**src/rtl/rtfitanium_pic_if.sv**
```systemverilog
// ============================================================================
// Module      : rtfitanium_pic_if
// Description : Slave bus bundle shared by the rtfItanium peripherals.
// Revision    : 1.0 - initial release
// ============================================================================
`default_nettype none

interface rtfitanium_pic_if;
  logic        cs_i;
  logic        cyc_i;
  logic        stb_i;
  logic        ack_o;
  logic [3:0]  sel_i;
  logic        we_i;
  logic [5:0]  adr_i;
  logic [31:0] dat_i;
  logic [31:0] dat_o;

  modport master (
    output cs_i, cyc_i, stb_i, sel_i, we_i, adr_i, dat_i,
    input  ack_o, dat_o
  );

  modport slave (
    input  cs_i, cyc_i, stb_i, sel_i, we_i, adr_i, dat_i,
    output ack_o, dat_o
  );
endinterface

`default_nettype wire

```
**src/rtl/rtfitanium_pic.sv**
```systemverilog
// ============================================================================
// Module      : rtfitanium_pic
// Description : 16-source fixed-priority interrupt controller (PIT on 0-2).
// Revision    : 1.0 - initial release
// ============================================================================
`default_nettype none

module rtfitanium_pic #(
  parameter int NSRC = 16
) (
  input  wire logic            clk_i,
  input  wire logic            rst_i,
  rtfitanium_pic_if.slave      bus,
  input  wire logic [NSRC-1:0] irq_i,
  output logic                 irq_o,
  output logic [3:0]           cause_o
);

  localparam logic [2:0] c_ADR_PEND  = 3'd0;
  localparam logic [2:0] c_ADR_EN    = 3'd1;
  localparam logic [2:0] c_ADR_EDGE  = 3'd2;
  localparam logic [2:0] c_ADR_CTRL  = 3'd3;
  localparam logic [2:0] c_ADR_CAUSE = 3'd4;

  logic [NSRC-1:0] r_s1;
  logic [NSRC-1:0] r_s2;
  logic [NSRC-1:0] r_s3;
  logic [NSRC-1:0] r_pend;
  logic [NSRC-1:0] r_en;
  logic [NSRC-1:0] r_edge;
  logic            r_gie;
  logic            r_rdy;
  logic [31:0]     r_dat;
  logic            r_irq;
  logic [3:0]      r_cause;

  logic            w_cs;
  logic            w_wr;
  logic [2:0]      w_reg;
  logic [NSRC-1:0] w_lane_mask;
  logic [NSRC-1:0] w_wdata;
  logic            w_pend_wr;
  logic            w_cause_wr;
  logic [NSRC-1:0] w_clr;
  logic [NSRC-1:0] w_rise;
  logic [NSRC-1:0] w_pend_nxt;
  logic [NSRC-1:0] w_act;
  logic [3:0]      w_win;
  logic [31:0]     w_rd;
  logic            w_unused_ok;

  // ---------------------------------------------------------------------------
  // Bus decode
  // ---------------------------------------------------------------------------
  assign w_cs        = bus.cs_i & bus.cyc_i & bus.stb_i;
  assign w_wr        = w_cs & bus.we_i;
  assign w_reg       = bus.adr_i[4:2];
  assign w_lane_mask = {{8{bus.sel_i[1]}}, {8{bus.sel_i[0]}}};
  assign w_wdata     = bus.dat_i[NSRC-1:0];
  assign w_pend_wr   = w_wr & (w_reg == c_ADR_PEND)  & bus.sel_i[0];
  assign w_cause_wr  = w_wr & (w_reg == c_ADR_CAUSE) & bus.sel_i[0];

  // Writes ack immediately; reads need one cycle for the registered data.
  assign bus.ack_o = w_cs & (bus.we_i | r_rdy);
  assign bus.dat_o = r_dat;

  assign w_clr = (w_pend_wr  ? (w_wdata & w_lane_mask)            : '0)
               | (w_cause_wr ? (NSRC'(1) << bus.dat_i[3:0])       : '0);

  // ---------------------------------------------------------------------------
  // Per-source qualification: a new edge beats a simultaneous clear
  // ---------------------------------------------------------------------------
  for (genvar n = 0; n < NSRC; n++) begin : g_src
    assign w_rise[n]     = r_s2[n] & ~r_s3[n];
    assign w_pend_nxt[n] = r_edge[n] ? (w_rise[n] | (r_pend[n] & ~w_clr[n]))
                                     : r_s2[n];
  end

  // ---------------------------------------------------------------------------
  // Priority resolve: lowest-numbered active source wins
  // ---------------------------------------------------------------------------
  assign w_act = r_pend & r_en & {NSRC{r_gie}};

  always_comb begin
    w_win = '0;
    for (int i = NSRC - 1; i >= 0; i--) begin
      if (w_act[i]) begin
        w_win = 4'(i);
      end
    end
  end

  // ---------------------------------------------------------------------------
  // Read mux
  // ---------------------------------------------------------------------------
  always_comb begin
    w_rd = '0;
    case (w_reg)
      c_ADR_PEND:  w_rd = 32'(r_pend);
      c_ADR_EN:    w_rd = 32'(r_en);
      c_ADR_EDGE:  w_rd = 32'(r_edge);
      c_ADR_CTRL:  w_rd = {31'b0, r_gie};
      c_ADR_CAUSE: w_rd = {r_irq, 27'b0, r_cause};
      default:     w_rd = '0;
    endcase
  end

  // ---------------------------------------------------------------------------
  // Synchroniser and pending state
  // ---------------------------------------------------------------------------
  always_ff @(posedge clk_i) begin
    if (rst_i) begin
      r_s1   <= '0;
      r_s2   <= '0;
      r_s3   <= '0;
      r_pend <= '0;
    end else begin
      r_s1   <= irq_i;
      r_s2   <= r_s1;
      r_s3   <= r_s2;
      r_pend <= w_pend_nxt;
    end
  end

  // ---------------------------------------------------------------------------
  // Software-visible control registers
  // ---------------------------------------------------------------------------
  always_ff @(posedge clk_i) begin
    if (rst_i) begin
      r_en   <= '0;
      r_edge <= '1;
      r_gie  <= 1'b0;
    end else if (w_wr) begin
      if (w_reg == c_ADR_EN) begin
        r_en <= (r_en & ~w_lane_mask) | (w_wdata & w_lane_mask);
      end
      if (w_reg == c_ADR_EDGE) begin
        r_edge <= (r_edge & ~w_lane_mask) | (w_wdata & w_lane_mask);
      end
      if ((w_reg == c_ADR_CTRL) && bus.sel_i[0]) begin
        r_gie <= bus.dat_i[0];
      end
    end
  end

  // ---------------------------------------------------------------------------
  // Bus read pipeline and CPU-facing outputs
  // ---------------------------------------------------------------------------
  always_ff @(posedge clk_i) begin
    if (rst_i) begin
      r_rdy   <= 1'b0;
      r_dat   <= '0;
      r_irq   <= 1'b0;
      r_cause <= '0;
    end else begin
      r_rdy   <= w_cs;
      if (w_cs) begin
        r_dat <= w_rd;
      end
      r_irq   <= |w_act;
      r_cause <= w_win;
    end
  end

  assign irq_o   = r_irq;
  assign cause_o = r_cause;

  assign w_unused_ok = ^{bus.adr_i[5], bus.adr_i[1:0], bus.sel_i[3:2],
                         bus.dat_i[31:NSRC]};

endmodule

`default_nettype wire

```
**src/flat_wrapper.sv**
```systemverilog
// flat-port wrapper written by rule: the top's interface ports become plain ports
module rtfitanium_pic_flat 
#(
  parameter int NSRC = 16
)
  (clk_i, rst_i, irq_i, irq_o, cause_o, bus_cs_i, bus_cyc_i, bus_stb_i, bus_sel_i, bus_we_i, bus_adr_i, bus_dat_i, bus_ack_o, bus_dat_o);
  rtfitanium_pic_if bus_i ();
  input  wire logic clk_i;
  input  wire logic rst_i;
  input  wire logic [NSRC-1:0] irq_i;
  output logic irq_o;
  output logic [3:0] cause_o;
  input wire logic [$bits(bus_i.cs_i)-1:0] bus_cs_i;
  input wire logic [$bits(bus_i.cyc_i)-1:0] bus_cyc_i;
  input wire logic [$bits(bus_i.stb_i)-1:0] bus_stb_i;
  input wire logic [$bits(bus_i.sel_i)-1:0] bus_sel_i;
  input wire logic [$bits(bus_i.we_i)-1:0] bus_we_i;
  input wire logic [$bits(bus_i.adr_i)-1:0] bus_adr_i;
  input wire logic [$bits(bus_i.dat_i)-1:0] bus_dat_i;
  output wire logic [$bits(bus_i.ack_o)-1:0] bus_ack_o;
  output wire logic [$bits(bus_i.dat_o)-1:0] bus_dat_o;
  assign bus_i.cs_i = bus_cs_i;
  assign bus_i.cyc_i = bus_cyc_i;
  assign bus_i.stb_i = bus_stb_i;
  assign bus_i.sel_i = bus_sel_i;
  assign bus_i.we_i = bus_we_i;
  assign bus_i.adr_i = bus_adr_i;
  assign bus_i.dat_i = bus_dat_i;
  assign bus_ack_o = bus_i.ack_o;
  assign bus_dat_o = bus_i.dat_o;
  rtfitanium_pic #(.NSRC(NSRC)) u_core (.clk_i(clk_i), .rst_i(rst_i), .bus(bus_i), .irq_i(irq_i), .irq_o(irq_o), .cause_o(cause_o));
endmodule
```
**config.mk**
```make
export PLATFORM = sky130hd
export DESIGN_NAME = rtfitanium_pic_flat
export DESIGN_NICKNAME = d
export VERILOG_FILES = /design/src/rtl/rtfitanium_pic_if.sv /design/src/rtl/rtfitanium_pic.sv /design/src/flat_wrapper.sv
export SDC_FILE = /design/constraint.sdc
export NUM_CORES = 1
export LEC_CHECK = 0
export BUFFER_PORTS_ARGS = -buffer_cell sky130_fd_sc_hd__buf_2
export CORE_ASPECT_RATIO = 0.6
export CORE_MARGIN = 10
export CORE_UTILIZATION = 50
export CTS_CLUSTER_SIZE = 25
export DETAILED_ROUTE_END_ITERATION = 10
export GPL_TIMING_DRIVEN = 1
export PLACE_DENSITY = 0.78
export SYNTH_ARGS = -nofsm -noshare
export SYNTH_HDL_FRONTEND = slang
export SYNTH_SLANG_ARGS = --single-unit
```
**constraint.sdc**
```tcl
create_clock -name clk_i -period 2.36 [get_ports clk_i]
set_input_delay 0 -clock clk_i [delete_from_list [all_inputs] [get_ports clk_i]]
set_output_delay 0 -clock clk_i [all_outputs]
set_load 0.1 [all_outputs]
```
==> reports/summary.txt <==
status = finished clean
startpoint of the most critical hold path = bus_dat_i[0]
clock tree root driver cell = sky130_fd_sc_hd__clkbuf_16
worst clock skew = 3.733 ps
min cycle time layout = 1516 ps
area of the mapped netlist = 4946 um2
sequential share of power = 42.1%
TritonCTS clock tree = yes
number of vias after detailed routing = 4203
proportion of layout cells with a drive suffix above 1 = 17.65%
flops & latches, synth = 120
Total Wirelength = 13130 um
met2 Use GR = 25.64%
static leakage = 2.423 nW
transition time of the tightest slew-check pin = 999.7 ps
CTS Buffer Depth = 2
Clk pwr share = 48.8%
Final Slew Violations = 0
number of optimization iterations in the first detailed-route pass = 6
top-area cell type share of the netlist area = 48.57%
ANT nets after route = 0
pre-CTS WS = 485.7 ps
RSZ-0062 raised after global routing = no
prevailing post-synth register cell = sky130_fd_sc_hd__dfxtp_1
effective utilization at floorplan = 50.78%
post-synthesis async set-or-reset flop share = 0%
number of CTS-inserted buffers = 17
fraction of the cycle the final worst path needs = 64.24%
count of pins on the block boundary = 102
biggest fanout along the worst timing path = 4
setup violators final = 0
CTS HTree Levels = 4
switching component of the power = 1.211 mW
vias per cell = 5.501
critical path start-end classification = reg -> reg
Num Clock Sinks = 120
HP Class = in -> reg
number of cell instances on the worst register-to-register path = 4
count of antenna diodes in the layout = 0
synthesis warning total = 0
crit start category = register
capturing element type of the critical path = register
most area-consuming cells after synthesis = sky130_fd_sc_hd__dfxtp_1, sky130_fd_sc_hd__nor2b_1, sky130_fd_sc_hd__mux2i_1
Worst R2R End = u_core.cause_o[0]$_SDFF_PP0_
final net count = 681
share of total power consumed by net switching = 24.09%
most area-hungry cell type in the Yosys netlist = sky130_fd_sc_hd__dfxtp_1
met3 global-route usage = 7.535%
final hold violation count = 0
smallest setup slack after layout = 843.9 ps
Cell variety after synth = 41
Tot GR Track Use = 18.28%
cell area power density = 814.0 nW/um2
# rows = 28
routability congestion estimate = 0.9136
portion of the post-synthesis area used by sequential elements = 48.57%
worst-case register-to-register setup slack = 840 ps
required time worst endpoint = 2680 ps
upper clock frequency limit = 659.6 MHz
arrival time at the worst endpoint = 1830 ps
DRC errors left = 0
number of enable-type register cells in the synthesized netlist = 0
startpoint of the worst-slack reg-to-reg timing path = u_core.r_pend[5]$_SDFF_PP0_
wire length of the first global-routing pass = 21290 um
clock latency on the worst-skew pair = 410 ps
largest net degree at the start of global routing = 98
drt first-iter violations = 474
max-slew headroom at the worst pin = 33.36%
number of buffers inserted by port buffering = 65
count of cells along the worst hold path = 3
chip height = 97.04 um
via count of the first global-routing pass = 4069
detailed-route wire length per cell = 17.19 um
Post CTS Setup Buffer Count = 0
total internal power = 3.816 mW
Synth-to-Final Area Change = 24.87%
global-route met1 utilization = 24.48%
gr busiest metal = met2
grt ovf = 0
number of antenna violations at the first check in global routing = 0
horizontal die dimension = 148.4 um
IR Drop Worst-Case VDD = 0.0005795 V
Total Die Area = 14400 um2
post-synthesis cell count = 525
area of the core = 9739 um2
relative contribution of combinational cells to total power = 9.1%
post-synthesis average cell area = 9.421 um2
setup TNS after final layout = 0 ps
hpwl dp = 9167 um
max-cap viol count = 0
clock-pin slew on the worst setup and hold paths = 50 ps
## layout by cell type (no fill, tap or decap), drive strengths merged, types with 2 or more instances in the layout
master,count
and3,3
a2bb2oi,3
nor3,8
a211oi,11
nor2b,68
a21oi,2
nand2,72
dfxtp,120
o21ai,16
a32oi,2
nand2b,3
nor4,3
mux2i,32
bufinv,2
nand3,7
nand4,2
a22o,22
buf,72
clkinv,5
a22oi,19
clkinvlp,2
clkbuf,22
nor2,55
dlygate4sd3,31
a211o,16
nand4b,2
a32o,3
conb,15
## critical path, cell delays in order (launching register included)
cell and delay, ps:
sky130_fd_sc_hd__dfxtp_1 390, sky130_fd_sc_hd__nand2_1 130, sky130_fd_sc_hd__a32o_1 300, sky130_fd_sc_hd__or3_1 390
sky130_fd_sc_hd__a21oi_1 210
## per-layer routing
| metal | vias to the layer above | wire [um] |
|---|---|---|
| li1 | 1989 | - |
| met1 | 2004 | 6004 |
| met2 | 188 | 5466 |
| met3 | 22 | 1450 |
| met4 | 0 | 210 |
| met5 | - | 0 |
## power by group through the flow
stage	Sequential (mW)	Combinational [mW]	Clock [mW]
floorplan	2.19	0.289	0
global placement	2.15	0.403	0
detailed placement	2.16	0.410	0
CTS	2.12	0.451	2.48
global route	2.12	0.486	2.57
finish	2.12	0.456	2.45
## worst max path at each step
stage,from,to,slack (ps),depth (start not counted)
after floorplan,bus_stb_i,bus_ack_o,590,4
after global placement,bus_adr_i[3],register,590,5
after detailed placement,bus_adr_i[3],register,490,5
after CTS,register,u_core.cause_o[0]$_SDFF_PP0_,870,4
after global routing,bus_adr_i[3],register,770,5
final,u_core.r_pend[5]$_SDFF_PP0_,u_core.cause_o[0]$_SDFF_PP0_,840,4
## what timing repair did
action,in CTS,in global routing
hold buffers,31,0
hold endpoints to repair,49,0
resized for setup,0,0
## stage by stage
| step | instance area, um2 | power (mW) | std cells | hold slack [ps] | utilization (%) |
|---|---|---|---|---|---|
| floorplan | 4999 | 2.480 | 539 | 117.9 | - |
| global placement | 5301 | 2.557 | 702 | 210.7 | 54.43 |
| detailed placement | 5301 | 2.568 | 702 | 214.6 | 54.43 |
| CTS | 6176 | 5.048 | 764 | 14.47 | 63.41 |
| global route | 6176 | 5.178 | 764 | 35.30 | 63.41 |
| finish | 6176 | 5.027 | 764 | 38.92 | 63.41 |
## synth_stat cells (2+ instances only)
master,n
sky130_fd_sc_hd__o21ai_0,16
sky130_fd_sc_hd__nand3_1,6
sky130_fd_sc_hd__a211oi_1,11
sky130_fd_sc_hd__a211o_1,16
sky130_fd_sc_hd__nor2b_1,68
sky130_fd_sc_hd__a22oi_1,19
sky130_fd_sc_hd__nor4_2,2
sky130_fd_sc_hd__a32oi_1,2
sky130_fd_sc_hd__nand2b_1,3
sky130_fd_sc_hd__nor2_1,53
sky130_fd_sc_hd__a22o_1,22
sky130_fd_sc_hd__nor3_4,2
sky130_fd_sc_hd__a21oi_1,2
sky130_fd_sc_hd__mux2i_1,32
sky130_fd_sc_hd__nand4b_1,2
sky130_fd_sc_hd__a2bb2oi_1,3
sky130_fd_sc_hd__buf_4,20
sky130_fd_sc_hd__and3_1,3
sky130_fd_sc_hd__nor3_1,6
sky130_fd_sc_hd__clkbuf_1,19
sky130_fd_sc_hd__nand2_1,72
sky130_fd_sc_hd__nand4_1,2
sky130_fd_sc_hd__dfxtp_1,120
sky130_fd_sc_hd__a32o_1,3
sky130_fd_sc_hd__buf_2,5
## cells by family (layout without fill, tap and decap cells)
family                 after synthesis  in the layout  share of synthesized area, %
buffers and inverters               45            135                         5.059
and+or+nand+nor                    228            228                         24.03
other                                1             15                       0.07582
DFF                                120            120                         48.57
muxes                               33             33                         6.931
AOI/OAI and AO/OA                   98             98                         15.33
## final cells by class
cell class,count,area (um2)
inverter,1,3.754
multi-input combinational,374,2346
clock inverter,9,100.1
clock buffer,22,464.2
sequential,120,2402
timing repair buffer,103,690.7
fill,816,3563
tap,135,168.9
(Power assumes the default switching activity.)
